### src/rtl/pc_fetch_sequencer.sv
// pc_fetch_sequencer: IF-stage controller for the 16-bit bit-cell PC register.
// It drives the register's write port (D / WriteReg / ReadEnable1 / ReadEnable2),
// reads the stored PC back from Bitline1 and chooses the next fetch address:
// sequential step, branch redirect, stall with a buffered redirect, or HLT.
//
// fetch_valid is a one-way qualifier with no back-pressure. When it is 1, the
// instruction at pc_rd and pc_plus_step are valid for the IF/ID latch in this
// cycle. When it is 0, IF/ID must treat the slot as a bubble. Stalls are
// signalled by the hazard unit through the stall input, not through a ready.
module pc_fetch_sequencer #(
  parameter logic [15:0] RESET_PC = 16'h0000,
  parameter logic [15:0] PC_STEP  = 16'd2,
  parameter logic [3:0]  HALT_OPC = 4'hF
) (
  input  logic        clk,
  input  logic        rst,
  input  logic        stall,
  input  logic        branch_taken,
  input  logic [15:0] branch_target,
  input  logic [15:0] instr,
  input  logic        dbg_rd,
  input  logic [15:0] pc_rd,
  output logic [15:0] pc_d,
  output logic        pc_we,
  output logic        pc_re1,
  output logic        pc_re2,
  output logic [15:0] pc_plus_step,
  output logic        fetch_valid,
  output logic        halted
);

  typedef enum logic [1:0] {
    S_INIT = 2'd0,
    S_RUN  = 2'd1,
    S_HOLD = 2'd2,
    S_HALT = 2'd3
  } state_t;

  state_t      state_q, state_d;
  logic        pend_valid_q, pend_valid_d;
  logic [15:0] pend_addr_q, pend_addr_d;

  // Sequential address. It wraps modulo 2^16 and has no carry-out.
  assign pc_plus_step = pc_rd + PC_STEP;

  // State and pending-redirect registers. Reset discards any buffered redirect.
  always_ff @(posedge clk or posedge rst) begin
    if (rst) begin
      state_q      <= S_INIT;
      pend_valid_q <= 1'b0;
      pend_addr_q  <= 16'h0000;
    end else begin
      state_q      <= state_d;
      pend_valid_q <= pend_valid_d;
      pend_addr_q  <= pend_addr_d;
    end
  end

  // Next-state logic and register-port outputs.
  // pc_rd reaches only pc_d and never the state or pending registers.
  always_comb begin
    state_d      = state_q;
    pend_valid_d = pend_valid_q;
    pend_addr_d  = pend_addr_q;
    pc_d         = RESET_PC;
    pc_we        = 1'b0;
    pc_re1       = 1'b0;
    pc_re2       = 1'b0;
    fetch_valid  = 1'b0;
    halted       = 1'b0;
    if (!rst) begin
      pc_re1 = 1'b1;
      pc_re2 = dbg_rd;
      unique case (state_q)
        S_INIT: begin
          pc_we   = 1'b1;
          pc_d    = RESET_PC;
          state_d = S_RUN;
        end
        S_RUN: begin
          if (stall) begin
            if (branch_taken) begin
              pend_addr_d  = branch_target;
              pend_valid_d = 1'b1;
            end
            state_d = S_HOLD;
          end else if (branch_taken) begin
            // The instruction fetched at pc_rd is on the wrong path, so it is flushed.
            pc_we = 1'b1;
            pc_d  = branch_target;
          end else if (instr[15:12] == HALT_OPC) begin
            // Rewrite the current PC so that fetch stays parked on the HLT.
            pc_we       = 1'b1;
            pc_d        = pc_rd;
            fetch_valid = 1'b1;
            state_d     = S_HALT;
          end else begin
            pc_we       = 1'b1;
            pc_d        = pc_plus_step;
            fetch_valid = 1'b1;
          end
        end
        S_HOLD: begin
          if (stall) begin
            // If several redirects arrive during a stall, the youngest one is kept.
            if (branch_taken) begin
              pend_addr_d  = branch_target;
              pend_valid_d = 1'b1;
            end
          end else begin
            pc_we        = 1'b1;
            pend_valid_d = 1'b0;
            state_d      = S_RUN;
            if (branch_taken) begin
              pc_d = branch_target;
            end else if (pend_valid_q) begin
              pc_d = pend_addr_q;
            end else begin
              pc_d        = pc_plus_step;
              fetch_valid = 1'b1;
            end
          end
        end
        S_HALT: begin
          // An older taken branch proves the HLT was speculative, so fetch resumes.
          if (branch_taken) begin
            pc_we   = 1'b1;
            pc_d    = branch_target;
            state_d = S_RUN;
          end else begin
            halted = 1'b1;
          end
        end
        default: state_d = S_INIT;
      endcase
    end
  end

endmodule

### config.mk
export PLATFORM = sky130hd
export DESIGN_NAME = pc_fetch_sequencer
export DESIGN_NICKNAME = d
export VERILOG_FILES = /design/src/rtl/pc_fetch_sequencer.sv
export SDC_FILE = /design/constraint.sdc
export NUM_CORES = 1
export LEC_CHECK = 0
export CAP_MARGIN = 25
export CORE_MARGIN = 1.5
export CORE_UTILIZATION = 47
export CTS_CLUSTER_DIAMETER = 50
export DETAILED_ROUTE_END_ITERATION = 6
export PLACE_DENSITY = 0.92
export REMOVE_ABC_BUFFERS = 1
export SYNTH_ARGS = -nofsm -noshare
export SYNTH_HDL_FRONTEND = slang
export SYNTH_SLANG_ARGS = --single-unit
### constraint.sdc
create_clock -name clk -period 3.4 [get_ports clk]
set_input_delay 0.34 -clock clk [delete_from_list [all_inputs] [get_ports clk]]
set_output_delay 0.34 -clock clk [all_outputs]
set_load 0.01 [all_outputs]
Word-level counts from Yosys, hierarchy flattened
Index checks and enable logic that the tools add are counted.
- logic and storage cells: 54
- flip-flop bits (word level): 19
- output and inout bits: 37
- input port bits: 53
- reductions and logical operators: 6
- add/sub/neg operators: 1
- bitwise gates (word level): 1
- muxes and demuxes: 34
- equal/unequal tests: 9
- operators by type and width (operator ; number):
    $mux 16 ; 8
    $pmux 16 s4 ; 1
    $add 16x2->16 const B ; 1
    $mux 1 ; 16
    $mux 2 ; 5
    $pmux 2 s4 ; 1
    $ne 2x2->1 const B ; 3
    $ne 3x3->1 const B ; 2
    $reduce_and 5->1 ; 1
    $eq 2x2->1 const B ; 2
    $eq 4x4->1 const B ; 1
    $pmux 1 s2 ; 2
    $reduce_and 4->1 ; 1
    $pmux 1 s3 ; 1
    $reduce_and 3->1 ; 1
    $eq 2x1->1 const B ; 1
    $logic_not 2->1 ; 1
    $reduce_bool 2->1 ; 1
    $reduce_or 2->1 ; 1
    $not 1->1 ; 1

Longest topological paths before layout
Gate-level depths: netlist of run 1.
- depth after elaboration: 6
- depth in mapped cells: 8
- depth with buffers taken out: 7

Worst setup path before layout of run 1
Ideal clock, no wire load.
- path kind: input to output
- from: input pc_rd[1]
- to: output pc_d[7]
- buffers on the path: 0
- data required time: 3.060 ns
- slack: 1.263 ns
- cell stages on the path: 6
- data arrival time: 1.797 ns
- path through: ha_1 and4_2 nand2_1 xnor2_1 nor3_1 o41ai_1
- word-level cells in the longest chain between the ends: 6
- elaborated cells on any way between the ends: 9
- those cells by class: add/sub: 1; mux: 8
- ends and longest elaborated chain (element ; line ; source):
    start: declaration ; 22 ; input logic [15:0] pc_rd,
    $add 16x2->16 * ; 44 ; assign pc_plus_step = pc_rd + PC_STEP;
    net pc_plus_step[7] ; 27 ; output logic [15:0] pc_plus_step,
    $mux 16 (on tied branches) ; 116, 91 ;
    $mux 16 (on tied branches) ; 114, 87 ;
    $mux 16 (on tied branches) ; 104, 81 ;
    $pmux 16 s4 * ; 74 ; unique case (state_q)
    $mux 16 * ; 71 ; if (!rst) begin
    end: declaration ; 23 ; output logic [15:0] pc_d,
The timed path passes the listed nets; every way through them passes the cells marked *.

Worst setup path after layout of run 1
- from: input pc_rd[1]
- to: output pc_d[7]
- word-level cells in the longest chain between the ends: 6
- elaborated cells on any way between the ends: 9
- those cells by class: add/sub: 1; mux: 8
- ends and longest elaborated chain (element ; line):
    $add 16x2->16 * ; 44
    $mux 16 (on tied branches) ; 116, 91
    $mux 16 (on tied branches) ; 114, 87
    $mux 16 (on tied branches) ; 104, 81
    $pmux 16 s4 * ; 74
    $mux 16 * ; 71
Mark *: on every way between the ends. The rest lies on a longest branch, timed or not.

==> flow_metrics.tcl, run 1 <==
set metrics [dict create \
    status "finished, final reports clean" \
    synth_ff_type "dfrtp_1" \
    crit_path_top_delay_cell "clkdlybuf4s50_1" \
    cts.path.max_buffers 2 \
    clock-sinks 19 \
    fillers 352 \
    cp-start-kind "input pin" \
    drc 0 \
    slew_headroom_pct 51.1 \
    synth_area_sq_um 2090 \
    drive_gt1_share_pct 15.3 \
    first_global_vias 2301 \
    cts_buffers 3 \
    clk_latency_ns 0.26 \
    crit_fanout 5 \
    io_pins 90 \
    wl_mm 6.70 \
    wl_per_cell_um 17.4 \
    cts-htree-levels 1 \
    drt_iter0_drc 258 \
    setup_tns_ns 0 \
    synth_top_family_by_area "compound AO/OA/AOI/OAI gates" \
    drt_first_pass_iters 6 \
    grt_start_max_net_pins 20 \
    synth_enable_flop_cells 0 \
    cts_tree "done" \
    cellLeakagePower_uw 0.00115 \
    globalRoute.totalOverflow 0 \
    track_usage_pct 27.2 \
    postCtsSetupRepairBufs 0 \
    cp.arrival_ns 2.95 \
    clk_pin_slew_worst_paths_ns 0.07 \
    dp_hpwl_mm 5.12 \
    max_stage_delay_ns 0.62 \
    avgSynthCellArea_sq_um 8.17 \
    die_area_sq_um 4860 \
    hold_viol 0 \
    crit_chain "clkdlybuf4s50_1, ha_1, and4_2, nand2_1, xnor2_1, nor3_1, o41ai_1, clkdlybuf4s50_1" \
    ys_types 58 \
    die_x_um 69.7 \
    num_vias 2414 \
    cpMostUsedCell "clkdlybuf4s50_1" \
    finalMaxSlewViolations 0 \
    cts_resized 0 \
    maxCapViolCount 0 \
    io_buffer_count 77 \
    grt_setup_unrepaired "no" \
    setup_violations 0 \
    hp-class "flop to flop" \
    ir_drop_mv 0.361 \
    finalCritPeriodShare_pct 96.7 \
    layout_min_cycle_time_ns 3.29 \
    cts-root-buf "clkbuf_8" \
    synth_compound_gate_area_share_pct 28.2 \
    final_common_cell "clkdlybuf4s50_1" \
    worst-slew-pin-transition_ns 0.732 \
    finalWeightedCongestion 0.884 \
    placed_cells 381 \
    finClkSkew_ns 0.000964 \
    worstSetupPathType "input pin to primary output" \
    synth-xor-area-share_pct 6.64 \
    fin_cells 385 \
    synthSimpleGateAreaFrac_pct 22.5 \
    syn_to_final_growth_pct 42.3 \
    via_per_inst 6.27 \
    grt_pass1_wl_mm 11.0 \
    seq_area_frac_synth_pct 22.7 \
    worst-endpoint-required_ns 3.06 \
    syn_inst 256 \
    ctsHoldBuffers 0 \
    fmax_ghz 0.304 \
    cp-end-kind "primary output" \
    powerDensity_nw_per_um2 496 \
    layout_common_cells "77 x clkdlybuf4s50_1, 26 x o21ai_0, 25 x a21oi_1" \
    rows 24 \
    diodes 0 \
    yosysWarnings 0 \
    nNetsFinal 393 \
    synthAdderAreaFrac_pct 3.59 \
    core_area_sq_um 4320 \
    ant_nets 0 \
    synthMuxAreaShare_pct 10.1 \
    synth-seq-cells 19 \
    synth_async_sr_flop_share_pct 100 \
    die_y_um 69.7 \
    antenna_found_initial 0 \
    start_util_pct 48.4 \
]
## synth_stat cells (2+ instances only)
cell	count	area share [%]
o221ai_1	4	1.7
xor2_1	5	2.1
nand2_1	18	3.2
a21oi_1	25	6.0
nor3_2	3	1.4
a221oi_1	4	1.7
nor2_1	20	3.6
nor3_1	8	1.9
a22oi_1	3	1.1
o22ai_1	4	1.2
and3_1	2	0.60
o21bai_1	2	0.72
buf_4	2	0.72
a21o_1	3	1.1
buf_2	4	0.96
nor2b_1	3	0.90
xnor2_1	9	3.8
o21a_1	2	0.72
nand2b_1	4	1.2
inv_1	10	1.8
o31ai_1	2	0.72
mux2_2	17	9.2
o21ai_0	26	6.2
ha_1	6	3.6
mux2i_1	2	0.96
nand2_2	2	0.60
buf_1	4	0.72
nand3_1	7	1.7
nor4_4	2	2.0
clkbuf_1	4	0.72
dfrtp_1	19	23
buf_6	2	1.1
a31oi_1	3	0.90
## report_power, final
group / internal, uW / leakage, uW / total (uW) / switching (uW)
registers: 338 / 0.000229 / 415 / 76.8
clock network: 81.7 / 0.0000255 / 163 / 81.2
logic: 442 / 0.000900 / 900 / 457
total: 862 / 0.00115 / 1480 / 615
## cell type report
class                           instances  area (sq um)  share of cell area (%)
Clock inverter                          1          5.00                   0.168
Clock buffer                            3          41.3                    1.39
Multi-Input combinational cell        210          1490                    50.0
Inverter                               11          41.3                    1.39
Sequential cell                        19           475                    16.0
Timing Repair Buffer                   89           861                    28.9
Tap cell                               52          65.1                    2.19
## through the flow
step	utilization, %	setup slack [ns]	total power (uW)	area [sq um]	hold WS [ns]
floorplan	-	1.25	920	2000	0.340
global placement	67.8	0.209	1260	2930	0.466
detailed placement	67.8	0.205	1290	2930	0.482
CTS	68.8	0.167	1460	2980	0.504
global route	68.8	0.0259	1570	2980	0.514
finish	68.8	0.113	1480	2980	0.505
## sequential cells by signal, indices dropped and copies added, names as in the netlist
name	flops
pend_valid_q	1
state_q	2
pend_addr_q	16
## logic make-up after synthesis
| group | count (synthesis) |
|---|---|
| AO/OA/AOI/OAI | 91 |
| XOR/XNOR | 15 |
| AND/OR/NAND/NOR | 79 |
| flip-flops | 19 |
| buffers and inverters | 27 |
| adder cells (fa/ha/maj) | 6 |
| multiplexers | 19 |
## path summary, 6_finish.rpt
check                                  endpoint           start  slack (ns)  cells after the start
worst min register to register   pend_addr_q[3]  pend_addr_q[3]        0.50                      1
max in group asynchronous       pend_addr_q[10]             rst        2.28                      3
worst min-delay path             pend_addr_q[3]  pend_addr_q[3]        0.50                      1
worst max register to register  pend_addr_q[11]      state_q[0]        1.45                      4
worst max-delay path                    pc_d[7]        pc_rd[1]        0.11                      8
min in group asynchronous       pend_addr_q[15]             rst        0.60                      2
## worst max-delay path: cells and delay by family
kind	cells	cell delay, ns
xor gates and xnor gates	1	0.29
adders and majority gates	1	0.29
AOI/OAI and AO/OA	1	0.47
and+or+nand+nor	3	0.46
buffers and inverters	2	1.10
## layer usage
layer	part of all wire [%]	wire [um]	global-route usage (%)
met1	40	2700	36.3
met2	48	3230	44.9
met3	10	667	4.65
met4	1.5	102	8.97
met5	0	0	0
Note: power is estimated with default switching activity, not from simulation.
==> run 2, diff against run 1 <==
CAP_MARGIN = 20   (was 25)
==> results of run 2 <==
No change in the layout: final DEF, timing and power equal those of run 1.
==> run 3, diff against run 2 <==
MAX_ROUTING_LAYER = met4   (was default)
==> run 3 against run 2 <==
  * Largest cell class unchanged
  * Global-route usage up 0.74 points
  * Sequential share of layout area unchanged
  * Via count unchanged
  * Utilization unchanged
  * Sequential cell count unchanged
  * Highest routed layer unchanged
  * Cell count unchanged
  * Power up 0.29%
  * Maximum frequency up 0.67%
  * Combinational power about the same
  * Critical path type unchanged
==> flow_metrics.tcl, run 3 (same netlist as run 1, synthesis figures left out) <==
set metrics [dict create \
    core_area_sq_um 4320 \
    crit_chain "clkdlybuf4s50_1, ha_1, and4_2, nand2_1, xnor2_1, nor3_1, o41ai_1, clkdlybuf4s50_1" \
    place_ws_ns 0.205 \
    clockPowerShare_pct 11.0 \
    crit_path_top_delay_cell "clkdlybuf4s50_1" \
    worst-path-stages 8 \
    p_seq_share_pct 28.2 \
    crit_buf_inv 2 \
    cpMostUsedCell "clkdlybuf4s50_1" \
    cp.arrival_ns 2.93 \
    hold_viol 0 \
    rows 24 \
    ant_nets 0 \
    nNetsFinal 393 \
    io_buffer_count 77 \
    p_sw_uw 620 \
    regMostFlops "pend_addr_q" \
    ir_drop_mv 0.366 \
    track_usage_pct 27.9 \
    finalWeightedCongestion 0.899 \
    layout_min_cycle_time_ns 3.27 \
    finalCritPeriodShare_pct 96.0 \
    cts_resized 0 \
    dp_hpwl_mm 5.12 \
    antenna_found_initial 0 \
    reg_top3 "pend_addr_q: 16 flops, state_q: 2 flops, pend_valid_q: 1 flops" \
    io_pins 90 \
    setup_tns_ns 0 \
    worst-endpoint-required_ns 3.06 \
    powerDensity_nw_per_um2 498 \
    clk_pin_slew_worst_paths_ns 0.08 \
    maxCapViolCount 0 \
    fillers 352 \
    swShare_pct 41.8 \
    hp-class "flop to flop" \
    grt_start_max_net_pins 20 \
    drt_iter0_drc 236 \
    layout_common_cells "77 x clkdlybuf4s50_1, 26 x o21ai_0, 25 x a21oi_1" \
    multi_input_area_sq_um 1490 \
    cellLeakagePower_uw 0.00115 \
    fmax_ghz 0.306 \
    finClkSkew_ns 0.00262 \
    reg2reg_depth 4 \
    reg2reg_slack_ns 1.44 \
    die_x_um 69.7 \
    grt_pass1_wl_mm 11.0 \
    num_vias 2414 \
    max_stage_delay_ns 0.62 \
    die_y_um 69.7 \
    clock-sinks 19 \
    cts_buffers 3 \
    worst-slew-pin-transition_ns 0.750 \
    start_util_pct 48.4 \
    diodes 0 \
    worstSetupPathType "input pin to primary output" \
    cts_tree "done" \
    cts-root-buf "clkbuf_8" \
    internal_power_uw 862 \
    holdPathStages 1 \
    drive_gt1_share_pct 15.3 \
    globalRoute.totalOverflow 0 \
    postCtsSetupRepairBufs 0 \
    largest_register_ffs 16 \
    status "finished, final reports clean" \
    slew_headroom_pct 49.9 \
    ff_latch_area_sq_um 475 \
    cp-start-kind "input pin" \
    crit_fanout 5 \
    crit_family "buffers and inverters" \
    fin_cells 385 \
    clk_latency_ns 0.26 \
    wl_per_cell_um 17.4 \
    drt_first_pass_iters 4 \
    grt_setup_unrepaired "no" \
    ctsHoldBuffers 0 \
    setup_violations 0 \
    syn_to_final_growth_pct 42.3 \
    die_area_sq_um 4860 \
    first_global_vias 2293 \
    cp-end-kind "primary output" \
    cts-htree-levels 1 \
    drc 0 \
    placed_cells 381 \
    fin_ws_ns 0.135 \
    finalMaxSlewViolations 0 \
    final_common_cell "clkdlybuf4s50_1" \
    via_per_inst 6.27 \
    combPwrFrac_pct 60.8 \
    cts.path.max_buffers 2 \
    wl_mm 6.70 \
]
==> run 3: cell counts in the layout (fill, tap and decap cells not counted) <==
No cell type changed its count.
==> run 3: per-layer routing <==
layer	track usage, %	wire (um)
met1	36.2	2700
met2	44.9	3210
met3	4.65	671
met4	8.97	123
met5	-	0
==> run 3: worst paths after layout <==
path	endpoint	from
worst min register to register	pend_addr_q[3]	pend_addr_q[3]
worst min-delay path	pend_addr_q[3]	pend_addr_q[3]
min in group asynchronous	pend_addr_q[15]	rst
worst max register to register	pend_addr_q[9]	state_q[0]
max in group asynchronous	pend_addr_q[10]	rst
worst max-delay path	pc_d[7]	pc_rd[1]
==> run 3: power by group through the flow <==
stage	Combinational [uW]	Sequential (uW)	Clock, uW
after CTS	885	410	161
after floorplan	516	404	0
final	901	417	163
after detailed placement	879	414	0
after global routing	971	429	172
after global placement	857	405	0
==> run 3: area by class of cell <==
cell class | instances | area share [%]
clock buffers | 3 | 1.39
clock inverters | 1 | 0.168
inverters | 11 | 1.39
multi-input cells | 210 | 50.0
flip-flops and latches | 19 | 16.0
well taps | 52 | 2.19
repair buffers | 89 | 28.9
==> run 3: per-stage QoR <==
step                area, sq um  hold WS (ns)  total power [uW]  utilization, %
finish                     2980         0.506              1480            68.8
floorplan                  2000         0.340               920               -
detailed placement         2930         0.482              1290            67.8
global placement           2930         0.466              1260            67.8
CTS                        2980         0.504              1460            68.8
global route               2980         0.514              1570            68.8
